**src/rtl/mesm6_defines.sv**
```systemverilog
// Shared ALU micro-op encodings for the mesm6 datapath.
// Guarded so that every file needing the encodings can include it safely.
`ifndef MESM6_DEFINES_SV
`define MESM6_DEFINES_SV

`define ALU_OP_WIDTH         4
`define ALU_NOP              4'd0
`define ALU_AND              4'd1
`define ALU_OR               4'd2
`define ALU_XOR              4'd3
`define ALU_ADD_CARRY_AROUND 4'd4
`define ALU_SHIFT            4'd5
`define ALU_COUNT            4'd6

`endif

```
**src/rtl/mesm6_alu_seq_pkg.sv**
```systemverilog
// Types shared by the ALU macro-op sequencer and its micro-op ROM.
`include "mesm6_defines.sv"

package mesm6_alu_seq_pkg;

    localparam int unsigned DATA_W = 48;
    localparam int unsigned OP_W   = `ALU_OP_WIDTH;

    typedef enum logic [2:0] {
        CMD_AAX = 3'd0,
        CMD_AOX = 3'd1,
        CMD_AEX = 3'd2,
        CMD_ARX = 3'd3,
        CMD_ASX = 3'd4,
        CMD_ASN = 3'd5,
        CMD_ACX = 3'd6
    } cmd_t;

    typedef enum logic [1:0] {
        IDLE    = 2'd0,
        ISSUE   = 2'd1,
        RELEASE = 2'd2
    } state_t;

    typedef enum logic [1:0] {
        ASEL_ACC     = 2'd0,
        ASEL_OPERAND = 2'd1,
        ASEL_TEMP    = 2'd2
    } asel_t;

    typedef enum logic [1:0] {
        BSEL_OPERAND   = 2'd0,
        BSEL_SHIFT_IMM = 2'd1,
        BSEL_ZERO      = 2'd2,
        BSEL_ACC       = 2'd3
    } bsel_t;

    typedef struct packed {
        logic [OP_W-1:0] op;
        asel_t           a_sel;
        bsel_t           b_sel;
        logic            last;
    } uop_t;

    // The ASN immediate sits in the top bits of a shift word, same layout as ASX.
    function automatic logic [DATA_W-1:0] shift_word(input logic [6:0] imm);
        return {imm, 41'd0};
    endfunction

endpackage

```
**src/rtl/mesm6_alu_uop_rom.sv**
```systemverilog
// Combinational expansion of a macro opcode and micro-op index into one ALU micro-op.
`include "mesm6_defines.sv"

module mesm6_alu_uop_rom
    import mesm6_alu_seq_pkg::*;
(
    input  logic [2:0] cmd,
    input  logic       idx,
    output uop_t       uop,
    output logic       illegal
);

    // Table lookup; unknown opcodes produce a harmless NOP and raise illegal.
    always_comb begin
        uop.op    = `ALU_NOP;
        uop.a_sel = ASEL_ACC;
        uop.b_sel = BSEL_OPERAND;
        uop.last  = 1'b1;
        illegal   = 1'b0;
        case (cmd)
            CMD_AAX: uop.op = `ALU_AND;
            CMD_AOX: uop.op = `ALU_OR;
            CMD_AEX: uop.op = `ALU_XOR;
            CMD_ARX: uop.op = `ALU_ADD_CARRY_AROUND;
            CMD_ASX: uop.op = `ALU_SHIFT;
            CMD_ASN: begin
                uop.op    = `ALU_SHIFT;
                uop.b_sel = BSEL_SHIFT_IMM;
            end
            CMD_ACX: begin
                if (idx == 1'b0) begin
                    uop.op    = `ALU_COUNT;
                    uop.a_sel = ASEL_OPERAND;
                    uop.b_sel = BSEL_ZERO;
                    uop.last  = 1'b0;
                end else begin
                    uop.op    = `ALU_ADD_CARRY_AROUND;
                    uop.a_sel = ASEL_TEMP;
                    uop.b_sel = BSEL_ACC;
                    uop.last  = 1'b1;
                end
            end
            default: illegal = 1'b1;
        endcase
    end

endmodule

```
**src/rtl/mesm6_alu_seq.sv**
```systemverilog
// ALU macro-op sequencer: expands one macro into ALU micro-ops over the op/done
// handshake, owns the accumulator and Y registers, and guards against a stalled ALU.
`include "mesm6_defines.sv"

module mesm6_alu_seq
    import mesm6_alu_seq_pkg::*;
#(
    parameter int unsigned TIMEOUT = 16
) (
    input  logic                     clk,
    input  logic                     rst_n,
    input  logic                     start,
    input  logic [2:0]               cmd,
    input  logic [47:0]              operand,
    input  logic [6:0]               shift_imm,
    input  logic                     acc_we,
    input  logic [47:0]              acc_wdata,
    output logic [`ALU_OP_WIDTH-1:0] alu_op,
    output logic [47:0]              alu_a,
    output logic [47:0]              alu_b,
    input  logic [47:0]              alu_result,
    input  logic [47:0]              alu_y,
    input  logic                     alu_done,
    output logic [47:0]              acc,
    output logic [47:0]              yreg,
    output logic                     busy,
    output logic                     valid,
    output logic                     error
);

    localparam logic [7:0] WD_LAST = 8'(TIMEOUT - 1);

    state_t                   r_state;
    logic                     r_idx;
    logic [7:0]               r_wd;
    logic [2:0]               r_cmd;
    logic [47:0]              r_operand;
    logic [6:0]               r_shift_imm;
    logic [47:0]              r_temp;
    logic                     r_last;
    logic [`ALU_OP_WIDTH-1:0] r_op;
    logic [47:0]              r_a;
    logic [47:0]              r_b;
    logic [47:0]              r_acc;
    logic [47:0]              r_y;
    logic                     r_busy;
    logic                     r_valid;
    logic                     r_error;

    logic [2:0]  w_cmd;
    logic        w_idx;
    logic [47:0] w_acc_src;
    logic [47:0] w_operand;
    logic [6:0]  w_shift_imm;
    logic [47:0] w_a;
    logic [47:0] w_b;
    uop_t        w_uop;
    logic        w_illegal;

    // In IDLE the first uop comes from live inputs (acc_we bypasses into acc);
    // later uops come from the values latched at the accept edge.
    always_comb begin
        w_cmd       = r_cmd;
        w_idx       = r_idx + 1'b1;
        w_acc_src   = r_acc;
        w_operand   = r_operand;
        w_shift_imm = r_shift_imm;
        if (r_state == IDLE) begin
            w_cmd       = cmd;
            w_idx       = 1'b0;
            w_acc_src   = acc_we ? acc_wdata : r_acc;
            w_operand   = operand;
            w_shift_imm = shift_imm;
        end else begin
            w_cmd       = r_cmd;
            w_idx       = r_idx + 1'b1;
            w_acc_src   = r_acc;
            w_operand   = r_operand;
            w_shift_imm = r_shift_imm;
        end
    end

    mesm6_alu_uop_rom u_rom (
        .cmd     (w_cmd),
        .idx     (w_idx),
        .uop     (w_uop),
        .illegal (w_illegal)
    );

    // Operand A source select.
    always_comb begin
        w_a = 48'd0;
        case (w_uop.a_sel)
            ASEL_ACC:     w_a = w_acc_src;
            ASEL_OPERAND: w_a = w_operand;
            ASEL_TEMP:    w_a = r_temp;
            default:      w_a = 48'd0;
        endcase
    end

    // Operand B source select.
    always_comb begin
        w_b = 48'd0;
        case (w_uop.b_sel)
            BSEL_OPERAND:   w_b = w_operand;
            BSEL_SHIFT_IMM: w_b = shift_word(w_shift_imm);
            BSEL_ZERO:      w_b = 48'd0;
            BSEL_ACC:       w_b = w_acc_src;
            default:        w_b = 48'd0;
        endcase
    end

    // Sequencer FSM, handshake outputs, watchdog and acc/Y ownership.
    always_ff @(posedge clk or negedge rst_n) begin
        if (!rst_n) begin
            r_state     <= IDLE;
            r_idx       <= 1'b0;
            r_wd        <= 8'd0;
            r_cmd       <= 3'd0;
            r_operand   <= 48'd0;
            r_shift_imm <= 7'd0;
            r_temp      <= 48'd0;
            r_last      <= 1'b0;
            r_op        <= `ALU_NOP;
            r_a         <= 48'd0;
            r_b         <= 48'd0;
            r_acc       <= 48'd0;
            r_y         <= 48'd0;
            r_busy      <= 1'b0;
            r_valid     <= 1'b0;
            r_error     <= 1'b0;
        end else begin
            r_valid <= 1'b0;
            r_error <= 1'b0;
            case (r_state)
                IDLE: begin
                    if (acc_we) begin
                        r_acc <= acc_wdata;
                    end else begin
                        r_acc <= r_acc;
                    end
                    if (start) begin
                        r_busy      <= 1'b1;
                        r_cmd       <= cmd;
                        r_operand   <= operand;
                        r_shift_imm <= shift_imm;
                        r_idx       <= 1'b0;
                        r_wd        <= 8'd0;
                        if (w_illegal) begin
                            // No ALU traffic: flag and drain through RELEASE.
                            r_error <= 1'b1;
                            r_last  <= 1'b1;
                            r_state <= RELEASE;
                        end else begin
                            r_op    <= w_uop.op;
                            r_a     <= w_a;
                            r_b     <= w_b;
                            r_last  <= w_uop.last;
                            r_state <= ISSUE;
                        end
                    end else begin
                        r_state <= IDLE;
                    end
                end
                ISSUE: begin
                    if (alu_done) begin
                        r_op    <= `ALU_NOP;
                        r_state <= RELEASE;
                        if (r_last) begin
                            r_acc   <= alu_result;
                            r_y     <= alu_y;
                            r_valid <= 1'b1;
                        end else begin
                            r_temp <= alu_result;
                        end
                    end else if (r_wd == WD_LAST) begin
                        r_op    <= `ALU_NOP;
                        r_error <= 1'b1;
                        r_last  <= 1'b1;
                        r_state <= RELEASE;
                    end else begin
                        r_wd <= r_wd + 8'd1;
                    end
                end
                RELEASE: begin
                    if (r_last) begin
                        r_busy  <= 1'b0;
                        r_state <= IDLE;
                    end else begin
                        r_op    <= w_uop.op;
                        r_a     <= w_a;
                        r_b     <= w_b;
                        r_last  <= w_uop.last;
                        r_idx   <= r_idx + 1'b1;
                        r_wd    <= 8'd0;
                        r_state <= ISSUE;
                    end
                end
                default: begin
                    r_op    <= `ALU_NOP;
                    r_busy  <= 1'b0;
                    r_state <= IDLE;
                end
            endcase
        end
    end

    assign alu_op = r_op;
    assign alu_a  = r_a;
    assign alu_b  = r_b;
    assign acc    = r_acc;
    assign yreg   = r_y;
    assign busy   = r_busy;
    assign valid  = r_valid;
    assign error  = r_error;

endmodule

```
**config.mk**
```make
export PLATFORM = sky130hd
export DESIGN_NAME = mesm6_alu_seq
export DESIGN_NICKNAME = d
export VERILOG_FILES = /design/src/rtl/mesm6_alu_seq_pkg.sv /design/src/rtl/mesm6_alu_uop_rom.sv /design/src/rtl/mesm6_alu_seq.sv
export VERILOG_INCLUDE_DIRS = /design/src /design/src/rtl
export SDC_FILE = /design/constraint.sdc
export NUM_CORES = 1
export LEC_CHECK = 0
export CAP_MARGIN = 20
export CORE_ASPECT_RATIO = 0.9
export CORE_UTILIZATION = 50
export CTS_BUF_LIST = sky130_fd_sc_hd__clkbuf_8
export CTS_CLUSTER_SIZE = 10
export DETAILED_ROUTE_END_ITERATION = 10
export HOLD_SLACK_MARGIN = 0.06
export PLACE_DENSITY = 0.84
export SLEW_MARGIN = 20
export SYNTH_ARGS = -nofsm -noshare
export SYNTH_HDL_FRONTEND = slang
export SYNTH_SLANG_ARGS = --single-unit
```
**constraint.sdc**
```tcl
create_clock -name clk -period 2.21 [get_ports clk]
set_input_delay 0.3315 -clock clk [delete_from_list [all_inputs] [get_ports clk]]
set_output_delay 0.3315 -clock clk [all_outputs]
set_load 0.05 [all_outputs]
```
Yosys cells after proc, flatten, opt, wreduce, memory -nomap -nowiden --
Cells that the tools add are included. Widths: inputs -> output; s select.
Storage, ports and cells: flip-flop bits (word level) 317, input bits 207, output and inout bits 199, word-level logic and storage cells 124
Cells by class: add/sub/neg operators 2, eq/ne operators 24, mux-type cells 61, bitwise logic cells 2, reductions and logical operators 19
Operators by type and width (count):
- $mux 48 | 11
- $pmux 48 s2 | 3
- $pmux 48 s4 | 1
- $pmux 48 s3 | 1
- $mux 8 | 4
- $pmux 8 s3 | 1
- $mux 4 | 5
- $mux 1 | 19
- $ne 2x2->1 const B | 9
- $pmux 3 s6 | 1
- $reduce_and 3->1 | 5
- $mux 7 | 2
- $pmux 4 s3 | 1
- $reduce_and 4->1 | 3
- $mux 2 | 5
- $eq 3x3->1 const B | 3
- $add 8x1->8 const B | 1
- $eq 2x2->1 const B | 4
- $eq 8x4->1 const B | 1
- $reduce_or 7->1 | 1
- $eq 2x1->1 const B | 3
- $eq 3x2->1 const B | 2
- $logic_not 2->1 | 3
- $pmux 1 s3 | 2
- 14 further kinds | 17

Longest topological paths before layout --
Gate-level depths: netlist of run 1.
depth after elaboration 9, gate-level depth with buffers 10

Modules after synthesis --
From an unflattened synthesis of run 1, not the netlist that was laid out.
Second synthesis, totals: cell total of the unflattened synthesis 1315, area, all modules 15055.7 µm²
Modules (own cells, without submodules):
- mesm6_alu_seq | times used 1, cells each 1296, area each 14933.1 µm², seq. area each 7932.6 µm²
- mesm6_alu_uop_rom | times used 1, cells each 19, area each 122.6 µm², seq. area each 0.0 µm²

Worst setup path before layout of run 1 --
No wires, ideal clock.
kind register to register, start point register r_state[0], end point register r_a[47], in the netlist alu_a[47], library setup time 130 ps, data arrival time 1860 ps, data required time 2080 ps, setup slack 220 ps, cell stages (with the launch flop) 9, path buffers 3, clock period less this slack 1990 ps, cell sequence dfrtp_1 -> inv_1 -> ha_1 -> buf_6 -> buf_6 -> buf_6 -> mux2_2 -> a222oi_1 -> a2bb2oi_1
Between the ends: cells in the longest elaborated chain, start to end 9, elaborated cells on any way between the ends 29, those cells by class eq/ne: 12; mux: 11; reduce/logical: 6
RTL lines:
- start: declaration | RTL line mesm6_alu_seq.sv:33 | state_t r_state;
- start signal: assignment | RTL line mesm6_alu_seq.sv:116 | r_state <= IDLE;
- start signal: assignment | RTL line mesm6_alu_seq.sv:153 | r_state <= RELEASE;
- start signal: assignment | RTL line mesm6_alu_seq.sv:159 | r_state <= ISSUE;
- $logic_not 2->1 | RTL line mesm6_alu_seq.sv:68, mesm6_alu_seq.sv:135
- $mux 3 / $mux 1 (equally long branches) | RTL line mesm6_alu_seq.sv:68 | if (r_state == IDLE) begin
- $eq 3x3->1 / $mux 7 (equally long branches) | RTL line mesm6_alu_uop_rom.sv:20, mesm6_alu_uop_rom.sv:31
- $mux 2 | RTL line mesm6_alu_uop_rom.sv:20 | case (cmd)
- $eq 2x2->1, or another cell as far along | RTL line mesm6_alu_seq.sv:93 | case (w_uop.a_sel)
- $pmux 48 s3 | RTL line mesm6_alu_seq.sv:93
- $mux 48 | RTL line mesm6_alu_seq.sv:149 | if (w_illegal) begin
- $mux 48 | RTL line mesm6_alu_seq.sv:142 | if (start) begin
- $pmux 48 s2 | RTL line mesm6_alu_seq.sv:135 | case (r_state)
- end signal: assignment | RTL line mesm6_alu_seq.sv:156 | r_a <= w_a;
- end signal: assignment | RTL line mesm6_alu_seq.sv:191 | r_a <= w_a;
- end: declaration | RTL line mesm6_alu_seq.sv:42 | logic [47:0] r_a;
Several ways; a longest one is shown, not always the timed one. The select of a mux whose other input is x is not followed. A chain may end at the register's enable or synchronous reset.

Final worst setup path of run 1 --
start point register r_state[0], end point register r_a[21], in the netlist alu_a[21]
Same word-level chain as after synthesis.

==> results of run 1 <==
## metal layers
metal	share of wire (%)	routed length, um	vias up
li1	-	-	5852
met4	3.8	1940	2
met1	40	20200	6561
met5	0.022	11	-
met2	47	23800	727
met3	9.5	4840	125
## cells by family (layout without fill, tap and decap cells)
group	Yosys count	count (layout)
AO/OA/AOI/OAI	352	352
buffers and inverters	120	582
adder cells (fa/ha/maj)	5	5
AND/OR/NAND/NOR	354	354
multiplexers	214	214
other	1	3
XOR/XNOR	3	3
flip-flops	316	316
## cell usage after synthesis (all sizes together) (38+ instances only)
| cell type | number |
|---|---|
| o221a | 38 |
| o22a | 41 |
| a22oi | 45 |
| o21ai | 93 |
| buf | 65 |
| mux2i | 96 |
| nand3 | 53 |
| nand2 | 248 |
| mux2 | 118 |
| clkbuf | 47 |
| dfrtp | 316 |
| o2bb2ai | 53 |
## cell type report
cell class                 instances  share of cell area, %
timing repair buffer             481                   23.3
clock buffer                      69                   4.47
clock inverter                    24                  0.889
multi-input combinational        929                   31.7
inverter                           8                  0.141
antenna                            2                 0.0235
tap                              403                   2.37
sequential                       316                   37.2
## power breakdown
part | total (W) | leakage (nW) | switching [W] | internal [W]
Sequential | 0.0104 | 3.92 | 0.00188 | 0.00857
Clock | 0.00553 | 0.626 | 0.00240 | 0.00314
Combinational | 0.0218 | 4.89 | 0.0135 | 0.00830
Total | 0.0378 | 9.44 | 0.0178 | 0.0200
## repair_timing
action | CTS | global route
buffers inserted | 1 | 3
pin swaps | 1 | 2
gates resized for setup | 11 | 12
hold buffers | 1 | 0
hold endpoints to repair | 50 | 0
setup endpoints to repair | 17 | 66
## critical path, delay by kind of cell (launching register included)
kind / cells / cell delay, ps
AO/OA/AOI/OAI: 3 / 660
adder cells (fa/ha/maj): 1 / 240
buffers and inverters: 2 / 460
flip-flops: 1 / 410
AND/OR/NAND/NOR: 1 / 260
## worst paths after layout
check	end	cells past startpoint	from	slack (ps)
setup / recovery	alu_a[21]$_DFFE_PN0P_	7	r_state[0]$_DFFE_PN0N_	30
hold / removal	yreg[36]$_DFFE_PN0P_	3	alu_y[36]	290
setup reg to reg	alu_a[21]$_DFFE_PN0P_	7	r_state[0]$_DFFE_PN0N_	30
hold reg to reg	yreg[10]$_DFFE_PN0P_	2	yreg[10]$_DFFE_PN0P_	470
max in group asynchronous	alu_a[27]$_DFFE_PN0P_	3	rst_n	1180
min in group asynchronous	alu_b[22]$_DFFE_PN0P_	2	rst_n	310
## sequential cells by signal, indices dropped and copies added (netlist names), 3 cells and up
name / cells
acc: 48
alu_a: 48
alu_b: 48
alu_op: 3
r_cmd: 3
r_operand: 48
r_shift_imm: 7
r_temp: 48
r_wd: 8
yreg: 48
## through the flow
step / hold WS (ps) / total power (W) / area [um^2] / TNS (ps)
CTS: 251 / 0.0377 / 21200 / 0
global route: 275 / 0.0395 / 21300 / -0.515
finish: 287 / 0.0378 / 21300 / 0
global placement: 318 / 0.0315 / 20100 / -17.5
floorplan: 35.9 / 0.0243 / 15100 / 0
detailed placement: 322 / 0.0321 / 20100 / -459
==> qor.yml, run 1 <==
status: "finished clean"
dr.pass1.iters: 7
cts_buffers: 52
ys_types: 60
dp_cells: 2132
place_congestion: 0.929
synthTopCellsByArea: "dfrtp_1, mux2_2, mux2i_1"
ys.flop_type: "dfrtp_1"
synth-xor-area-share_pct: 0.173
rows: 60
cts_max_level: 2
drc_errors: 0
ir_worst_vdd_mv: 1.03
clk_latency_ps: 580
final_common_cell: "clkdlybuf4s50_1"
clk_pin_slew_worst_paths_ps: 70
synth.area.mux_share_pct: 15.1
synth_compound_area_share_pct: 17.8
tightest_slew_ps: 647
io_pins: 406
path_class: "reg -> reg"
drive_above_1_share_pct: 18.8
grt_max_degree: 78
port_buffers: 404
dpl.hpwl_um: 35900
leakage_nw: 9.44
finClkSkew_ps: 18.3
maxCapViolations: 0
worstHoldPathType: "in -> reg"
dp_slack_ps: -53.7
num_vias: 13267
synthDominantCellAreaShare_pct: 52.2
seq_area_um2: 7910
synth-simple-area-share_pct: 10.2
detail_route.iter0.violations: 1110
fin_nets: 2000
fmaxAchievable_mhz: 460
ant_nets: 0
finalCritPeriodShare_pct: 98.4
grt.busiest_layer: "met2"
utilization_pct: 71.3
antenna_found_initial: 3
grt_pass1_wl_um: 77700
cp-start-kind: "register"
yosysSeqAreaShare_pct: 52.2
slew-limit-headroom_pct: 56.7
critPathMaxFanout: 17
period_needed_ps: 2180
fp.dieH_um: 167
grt_use_met1_pct: 43.3
via_per_inst: 5.94
use_met3_pct: 6.94
cp.required_ps: 2660
path_cells: "inv_1, ha_4, and2b_2, o2bb2ai_4, buf_4, o221a_2, o21ai_1"
cp_slowest_cell: "dfrtp_1"
drv_slew: 0
gr-total-overflow: 0
globalRouteTotalUtil_pct: 32.7
core-area_um2: 29800
synth_area_um2: 15100
p_per_area_nw_per_um2: 1780
fin_ws_ps: 34.8
synth.net_count: 1577
routedWlPerCell_um: 22.7
hold_viol: 0
multiInputGateArea_um2: 6730
avgSynthCellArea_um2: 11.1
fin_cells: 2232
cts_tree: "yes"
layout_common_cells: "clkdlybuf4s50_1, dfrtp_1, nand2_1, mux2_2, mux2i_1"
synth_top_family_by_area: "compound AO/OA/AOI/OAI gates"
cts_sinks: 316
postSynth.asyncResetShare_pct: 100
cp-end-kind: "register"
synthAdderAreaFrac_pct: 0.413
ys_ff_latch: 316
globalRouteMet2Util_pct: 52.3
syn2layout_area_growth_pct: 40.4
critPathMaxStageDelay_ps: 410
wirelength_um: 50800
initial_core_util_pct: 50.8
syn-instance-count: 1365
fp.dieW_um: 185
dieArea_um2: 31000
clockBufferDepth: 3
yosys.area.top_type: "dfrtp_1"
arrival_ps: 2620
fillCellCount: 2095
root_buffer: "clkbuf_8"
grt_pass1_vias: 13497
report.final.setup_viol: 0
yosysWarningCount: 0
synth_edf_count: 0
(Power assumes the default switching activity.)
==> run 2: changes to the inputs <==
- CTS_CLUSTER_DIAMETER: not set -> 120
- SKIP_LAST_GASP: not set -> 1
==> run 2 against run 1 <==
  * Sequential power hardly changed
  * Cell count is 2.5% lower
  * Critical path depth is 6 lower
  * Worst hold slack better by 36 ps
  * Utilization is 2.0 points lower
  * Clock-buffer cell count is 32 lower
  * Clock skew is 3.4 ps lower
  * Critical path type is now reg -> out
  * First-iteration DRC count is 0.27% higher
  * Global-route usage is 0.31 points lower
  * Wire length is 0.94% lower
==> qor.yml, run 2 (synthesis results as in run 1) <==
status: "finished clean"
fp.dieW_um: 185  # unchanged
hold_path_end: "yreg[24]$_DFFE_PN0P_"
via_per_inst: 6.02  # +1.3%
tightest_slew_ps: 634  # -13.3 ps
rows: 60  # unchanged
fp.dieH_um: 167  # unchanged
seq_area_um2: 7910  # unchanged
drive_above_1_share_pct: 16.8  # -2.0 points
fmaxAchievable_mhz: 463  # +0.76%
reg2reg_to: "alu_a[26]$_DFFE_PN0P_"
cp-start-kind: "register"
ir_worst_vdd_mv: 1.17  # +13%
cp.required_ps: 1880  # -780 ps
clk_latency_ps: 530  # -50 ps
path_class: "reg -> out"
finalPower_w: 0.0359  # -4.9%
dieArea_um2: 31000  # unchanged
cts_max_level: 2  # unchanged
p_sw_w: 0.0174  # -2.2%
cts_sinks: 316  # unchanged
hold_start: "alu_y[24]"
finClkSkew_ps: 15.0  # -3.36 ps
syn2layout_area_growth_pct: 36.5
hold_viol: 0  # unchanged
seqPwrFrac_pct: 29.1  # +1.4 points
p_clk_share_pct: 10.0  # -4.7 points
initial_core_util_pct: 50.8  # unchanged
grt_max_degree: 78  # unchanged
hold-worst-slack_ps: 323  # +36.1 ps
globalRouteTotalUtil_pct: 32.4  # -0.31 points
routedWlPerCell_um: 23.1  # +1.6%
dpl.hpwl_um: 35900  # unchanged
leakage_nw: 9.00  # -4.7%
p_per_area_nw_per_um2: 1740  # -2.2%
place_congestion: 0.929  # unchanged
drv_slew: 0  # unchanged
root_buffer: "clkbuf_8"
internal_power_w: 0.0185  # -7.3%
io_pins: 406  # unchanged
detail_route.iter0.violations: 1113  # +0.27%
fin_nets: 1985  # -0.75%
dr.pass1.iters: 6  # -1
grt_pass1_vias: 13341  # -1.2%
critPathTopFamily: "buffers and inverters"
multiInputGateArea_um2: 6740  # +0.13%
core-area_um2: 29800  # unchanged
ant_nets: 0  # unchanged
pwr-share-comb_pct: 60.9  # +3.2 points
antenna_found_initial: 2  # -1
rr_startpoint: "r_state[0]$_DFFE_PN0N_"
rrSetupSlack_ps: 50  # +20 ps
setup_tns_ps: 0  # unchanged
path_cells: "clkdlybuf4s50_1"
final_common_cell: "clkdlybuf4s50_1"
rsz0062_at_grt: "true"
clockBufferDepth: 3  # unchanged
layout_common_cells: "clkdlybuf4s50_1, dfrtp_1, nand2_1, mux2_2, mux2i_1"
maxCapViolations: 0  # unchanged
cp-end-kind: "output pin"
num_vias: 13110  # -1.2%
period_needed_ps: 2160  # -16.3 ps
cp_slowest_cell: "clkdlybuf4s50_1"
grt_pass1_wl_um: 76900  # -0.99%
fillCellCount: 2184  # +4.2%
critPathMaxStageDelay_ps: 850  # +440 ps
r2r_cells: 7  # unchanged
finalCritPeriodShare_pct: 97.7  # -0.74 points
netSwitchingFraction_pct: 48.4  # +1.3 points
worst-path-buf-inv: 1  # -1
report.final.setup_viol: 0  # unchanged
worstHoldPathType: "in -> reg"
drc_errors: 0  # unchanged
wirelength_um: 50300  # -0.94%
whs_path_depth: 3  # unchanged
cts_tree: "yes"
critPathMaxFanout: 4  # -13
gr-total-overflow: 0  # unchanged
port_buffers: 404  # unchanged
clk_pin_slew_worst_paths_ps: 80  # about the same
cts_buffers: 37  # -29%
arrival_ps: 1830  # -790 ps
slew-limit-headroom_pct: 57.6  # +0.89 points
[run 2: changes by cell type in the layout (fill, tap and decap cells not counted)]
cell             before  now
mux2i_4               0    1
clkinvlp_4            2    0
clkbuf_8             69   37
buf_4                50   51
bufinv_16             3    1
clkinv_2             10    0
dlygate4sd2_1        10    0
buf_6                 2    1
clkdlybuf4s50_1     385  401
inv_1                17    8
mux2i_2               1    0
dlymetal6s2s_1        8    2
[run 2: final cells by class]
| cell class | instances | area share [%] |
|---|---|---|
| sequential | 316 | 38.3 |
| antenna | 2 | 0.0242 |
| timing repair buffer | 481 | 23.9 |
| clock buffer | 37 | 2.46 |
| multi-input combinational | 929 | 32.6 |
| tap | 403 | 2.44 |
| clock inverter | 1 | 0.145 |
| inverter | 8 | 0.145 |
[run 2: metrics by stage]
step | util (%) | cell area [um^2] | setup WS (ps) | std cells
final | 69.3 | 20700 | 51.2 | 2177
after global routing | 69.3 | 20700 | -7.66 | 2177
after CTS | 69.2 | 20600 | 18.6 | 2172
after detailed placement | 67.3 | 20100 | -53.7 | 2132
after global placement | 67.3 | 20100 | -4.39 | 2132
after floorplan | - | 15100 | 220 | 1365
[run 2: timing repair]
| action | CTS | global route |
|---|---|---|
| endpoints found under the hold margin | 50 | 0 |
| hold buffers | 1 | 0 |
| endpoints found under the setup margin | 11 | 65 |
| resized for setup | 1 | 6 |
| setup buffers | 1 | 3 |
| cloned | 0 | 0 |
| pin swaps | 1 | 1 |
[run 2: routing by layer]
layer	up-vias	global-route usage (%)	part of all wire (%)	wire, um
met5	-	0	0	0
met4	0	13.0	4.3	2180
met2	717	52.2	46	23400
li1	5794	-	-	-
met1	6458	42.6	40	20200
met3	141	6.94	9.2	4620
[run 2: worst max path at each step]
| stage | startpoint | to | depth (start not counted) |
|---|---|---|---|
| global placement | cmd[0] | alu_a[33]$_DFFE_PN0P_ | 6 |
| detailed placement | cmd[1] | alu_a[19]$_DFFE_PN0P_ | 6 |
| global route | r_state[1]$_DFFE_PN0N_ | alu_a[41]$_DFFE_PN0P_ | 8 |
| CTS | acc[32]$_DFFE_PN0P_ | acc[32] | 1 |
| floorplan | r_state[0]$_DFFE_PN0N_ | alu_a[47]$_DFFE_PN0P_ | 8 |
| finish | acc[39]$_DFFE_PN0P_ | acc[39] | 1 |
[run 2: power by group through the flow]
stage | Sequential [W] | Combinational, W | Clock, W
after global routing | 0.0107 | 0.0230 | 0.00385
after global placement | 0.0103 | 0.0212 | 0
after floorplan | 0.0156 | 0.00863 | 0
after CTS | 0.0104 | 0.0217 | 0.00365
after detailed placement | 0.0105 | 0.0216 | 0
final | 0.0105 | 0.0219 | 0.00360
==> edit 1 (flow settings as in run 2) <==
Make the reset (`rst_n`) synchronous in one clocked block.
--- a/src/rtl/mesm6_alu_seq.sv
+++ b/src/rtl/mesm6_alu_seq.sv
@@ -111,7 +111,7 @@
     end
 
     // Sequencer FSM, handshake outputs, watchdog and acc/Y ownership.
-    always_ff @(posedge clk or negedge rst_n) begin
+    always_ff @(posedge clk) begin
         if (!rst_n) begin
             r_state     <= IDLE;
             r_idx       <= 1'b0;
Function: changed (Yosys sat finds a counterexample within 4 cycles, from zero or initial values and one cycle with rst_n low; the reset may be asserted at any time).
==> edit 1 against run 2 <==
Worst hold slack improved by 0.019 ns; synthesized cell count rose by 37%; worst setup slack got worse by 0.0085 ns; sequential cell count did not move; final area fell by 1.5%; area after synthesis fell by 1.6%; routed wire length rose by 2.0%; critical path type unchanged; highest routed layer is now met5.
Power is not compared: it rests on default switching activity, and its combinational part moved more than twofold at a synthesized area within 25%.
==> edit 1: results (changes against run 2) <==
met2 wire length 24000 um (+2.8%); outcome finished, final reports clean; largest fanout on the critical path 5 (+1); layout cell share with drive strength beyond 1 8.77% (-8.0 points); number of fill cells in the layout 2278 (+4.3%); net count reported at finish 2437 (+23%); average via count per standard cell 5.86 (-2.8%); global-route wire length before repair 78800 um (+2.4%); number of nets produced by synthesis 2082 (+32%); routability congestion estimate 0.896 (-3.6%); total power 17.7 mW; commonest cells in the netlist sky130_fd_sc_hd__nand2_1 (445), sky130_fd_sc_hd__a21oi_1 (395), sky130_fd_sc_hd__dfxtp_1 (316), sky130_fd_sc_hd__mux2i_1 (147), sky130_fd_sc_hd__o21ai_0 (95); GRT met3 Usage 6.38% (-0.56 points); top routing layer in use met5; part of the Yosys area used for sequential elements 42.4% (-9.8 points); routed metal-1 wire length 20500 um (+1.7%); detailed-placement wirelength estimate 35200 um (-2.0%); Register-to-Register Path Depth 11 (+4); normalized max-slew margin 48.7% (-8.9 points); FF-to-FF setup slack 0.07 ns (+0.02 ns); launch point of the worst hold path alu_y[33]; total detailed-routing wirelength 51300 um (+2.0%); Detailed Route Iter0 Violations 1488 (+34%); post-route non-filler standard cell count 2624 (+21%); grt met1 use 41.0% (-1.6 points); grt met2 use 52.4% (+0.21 points); Main synth FF type sky130_fd_sc_hd__dfxtp_1; source of the critical timing path acc[47]$_SDFFE_PN0P_; number of antenna violations at the first check in global routing 6 (+4)
==> edit 1: cell types whose count changed after synthesis, sizes merged, moves of 47 or more <==
cell / delta
nand2: +197
dfrtp: -316
mux2: -75
mux2i: +52
dfxtp: +316
o211ai: +47
nor2: +49
a21oi: +371
o2bb2ai: -53
==> edit 1: worst register-to-register path: stages, from the launching register on <==
cell and delay [ns]:
sky130_fd_sc_hd__dfxtp_2 0.35, sky130_fd_sc_hd__inv_2 0.06, sky130_fd_sc_hd__ha_4 0.16, sky130_fd_sc_hd__buf_4 0.16
sky130_fd_sc_hd__nor2b_4 0.14, sky130_fd_sc_hd__or2_4 0.26, sky130_fd_sc_hd__nor3_4 0.25, sky130_fd_sc_hd__buf_12 0.18
sky130_fd_sc_hd__clkbuf_4 0.19, sky130_fd_sc_hd__buf_4 0.13, sky130_fd_sc_hd__o21ai_0 0.06, sky130_fd_sc_hd__a21oi_1 0.14
==> edit 1: final cells by class <==
cell class	count	area, sq um	share of cell area (%)
timing repair buffer	483	5080	25.0
clock inverter	1	30.0	0.148
sequential	316	6330	31.1
antenna	4	10.0	0.0492
tap	396	495	2.43
multi-input combinational	1378	7860	38.6
inverter	9	40.0	0.197
clock buffer	37	509	2.50
==> edit 1: kinds of logic (layout without fill, tap and decap cells) <==
family,Yosys count,after routing,synth area share (%)
xor gates and xnor gates,7,7,0.411
other,1,5,0.0252
adders and majority gates,5,5,0.420
AOI/OAI and AO/OA,615,615,23.0
DFF,316,316,42.4
muxes,191,191,13.3
buffers and inverters,176,530,5.45
and+or+nand+nor,559,559,15.0
==> edit 1: worst max-delay path by stage <==
stage / slack, ns / endpoint / cells after the start
6_report: 0.04 / acc[47] / 1
5_1_grt: -0.05 / alu_b[21]$_SDFFE_PN0P_ / 11
4_1_cts: 0.005 / alu_b[42]$_SDFFE_PN0P_ / 7
3_5_place_dp: -0.04 / alu_a[17]$_SDFFE_PN0P_ / 7
3_3_place_gp: 0.05 / alu_a[31]$_SDFFE_PN0P_ / 7
2_1_floorplan: 0.15 / alu_a[46]$_SDFFE_PN0P_ / 10
==> edit 1: through the flow <==
| step | instance area, sq um | util, % | hold WS [ns] | setup slack, ns |
|---|---|---|---|---|
| 3_3_place_gp | 19600 | 67.5 | 0.440 | 0.0523 |
| 2_1_floorplan | 14900 | - | 0.434 | 0.154 |
| 3_5_place_dp | 19600 | 67.5 | 0.446 | -0.0353 |
| 4_1_cts | 20200 | 69.4 | 0.318 | 0.00472 |
| 6_report | 20400 | 70.0 | 0.343 | 0.0427 |
| 5_1_grt | 20400 | 70.0 | 0.338 | -0.0523 |
==> edit 1: timing repair <==
action	4_1_cts	5_1_grt
setup buffers	1	10
resized for setup	1	14
cloned	0	1
setup endpoints to repair	7	125
pin swaps	0	1
endpoints found under the hold margin	0	0
==> edit 2 (flow settings as in run 2) <==
Made on the original files. The parameter `TIMEOUT` goes from 16 to 8.
--- a/src/rtl/mesm6_alu_seq.sv
+++ b/src/rtl/mesm6_alu_seq.sv
@@ -5,7 +5,7 @@
 module mesm6_alu_seq
     import mesm6_alu_seq_pkg::*;
 #(
-    parameter int unsigned TIMEOUT = 16
+    parameter int unsigned TIMEOUT = 8
 ) (
     input  logic                     clk,
     input  logic                     rst_n,
Formal check against the unedited RTL: same outputs for any inputs over 4 cycles, from zero or initial values and one cycle with rst_n low; that may be too few to reach the edited logic, so the function may still have changed.
==> edit 2 against run 2 <==
Via count up 5.8%; area after synthesis grew 1.9%; combinational power is 10% higher; clock skew is 0.0043 ns higher; power grew 7.1%; critical path depth unchanged; non-clock buffer count up 18; worst hold slack got worse by 0.042 ns; routed wire length increased by 5.5%; synthesized cell count grew 4.5%; sequential share of layout area fell by 1.3 points; worst setup slack worse by 0.011 ns; sequential cell count stayed put; final area up 3.6%; critical path type unchanged; critical endpoint is now acc[46].
==> edit 2: results (changes against run 2) <==
Worst Hold Class in2async; GRT met3 Usage 8.25% (+1.3 points); number of different library cells in the post-synthesis netlist 54 (-10%); static leakage 9.17 nW (+1.9%); FF-to-FF setup slack 0.07 ns (+0.02 ns); cell types with the largest area share after synthesis sky130_fd_sc_hd__dfrtp_1 (51%), sky130_fd_sc_hd__mux2_2 (8.5%), sky130_fd_sc_hd__mux2i_1 (6.9%); total net switching power 18.7 mW (+7.8%); routability congestion estimate 0.923 (-0.66%); net count reported at finish 2053 (+3.4%); detailed-placement wirelength estimate 36000 um (+0.19%); average via count per standard cell 6.16 (+2.2%); global-route wire length before repair 79700 um (+3.6%); number of antenna violations at the first check in global routing 9 (+7); worst setup path endpoint acc[46]; number of placed instances with taps included 2185 (+2.5%); routed metal-1 wire length 19700 um (-2.2%); power drawn by the combinational cells 24.1 mW (+10%); grt met1 use 38.9% (-3.7 points); maximum number of pins on one net before global-route repair 73 (-6.4%); portion of netlist area occupied by mux cells 15.5% (+0.36 points); share of the synthesized area in compound gates (AO/OA/AOI/OAI) 16.4% (-1.3 points); Worst Clk Skew 0.0193 ns (+0.00431 ns); clock network power 3.75 mW (+4%); Detailed Route Iter0 Violations 1206 (+8.4%); number of nets produced by synthesis 1639 (+3.9%); vias after detailed routing 13872 (+5.8%); Max Fclk 0.461 GHz (-0.49%); Critical R2R Launch r_state[1]$_DFFE_PN0N_; outcome finished, final reports clean; total routing resource utilization after global routing 32.4% (-0.041 points); Setup Slack @ Placement -0.0986 ns (-0.0450 ns); Initial DRT Pass Iterations 7 (+1); final routed wire length divided by cell count 23.5 um (+1.9%); layout cell share with drive strength beyond 1 15.9% (-0.92 points); worst voltage drop across the vdd grid 1.30 mV (+12%); area post-placement 20500 sq um (+2.0%); commonest cells in the netlist sky130_fd_sc_hd__dfrtp_1 (316), sky130_fd_sc_hd__nand2_1 (162), sky130_fd_sc_hd__mux2_2 (116), sky130_fd_sc_hd__mux2i_1 (107), sky130_fd_sc_hd__nor2_1 (91); detailed-routed wire length on met3 5110 um (+11%); grt met2 use 55.1% (+2.8 points); capture point of the worst reg-to-reg path alu_b[43]$_DFFE_PN0P_; hold slack 0.281 ns (-0.0424 ns); normalized max-slew margin 56.8% (-0.83 points)
-- edit 2: changes by cell type in the layout (fill, tap and decap cells not counted), moves of 41 or more --
cell                       before  now
sky130_fd_sc_hd__o21bai_1       0   41
sky130_fd_sc_hd__nor2_1        14   89
sky130_fd_sc_hd__a31oi_1        1   83
sky130_fd_sc_hd__nand2_1      245  159
sky130_fd_sc_hd__o21ai_1       52    1
sky130_fd_sc_hd__nand3b_1       2   46
-- edit 2: layout make-up --
cell class | instances | area, sq um
fillers | 2142 | 8690
clock inverters | 2 | 37.5
clock buffers | 39 | 537
flip-flops and latches | 316 | 7910
well taps | 403 | 504
diodes | 7 | 17.5
repair buffers | 499 | 5260
inverters | 7 | 26.3
multi-input cells | 980 | 7120
-- edit 2: timing repair --
item	CTS	global route
hold endpoints to repair	42	0
setup endpoints to repair	19	143
cloned	1	6
hold buffers	1	0
buffers inserted	3	9
pin swaps	1	7
gates resized for setup	5	21
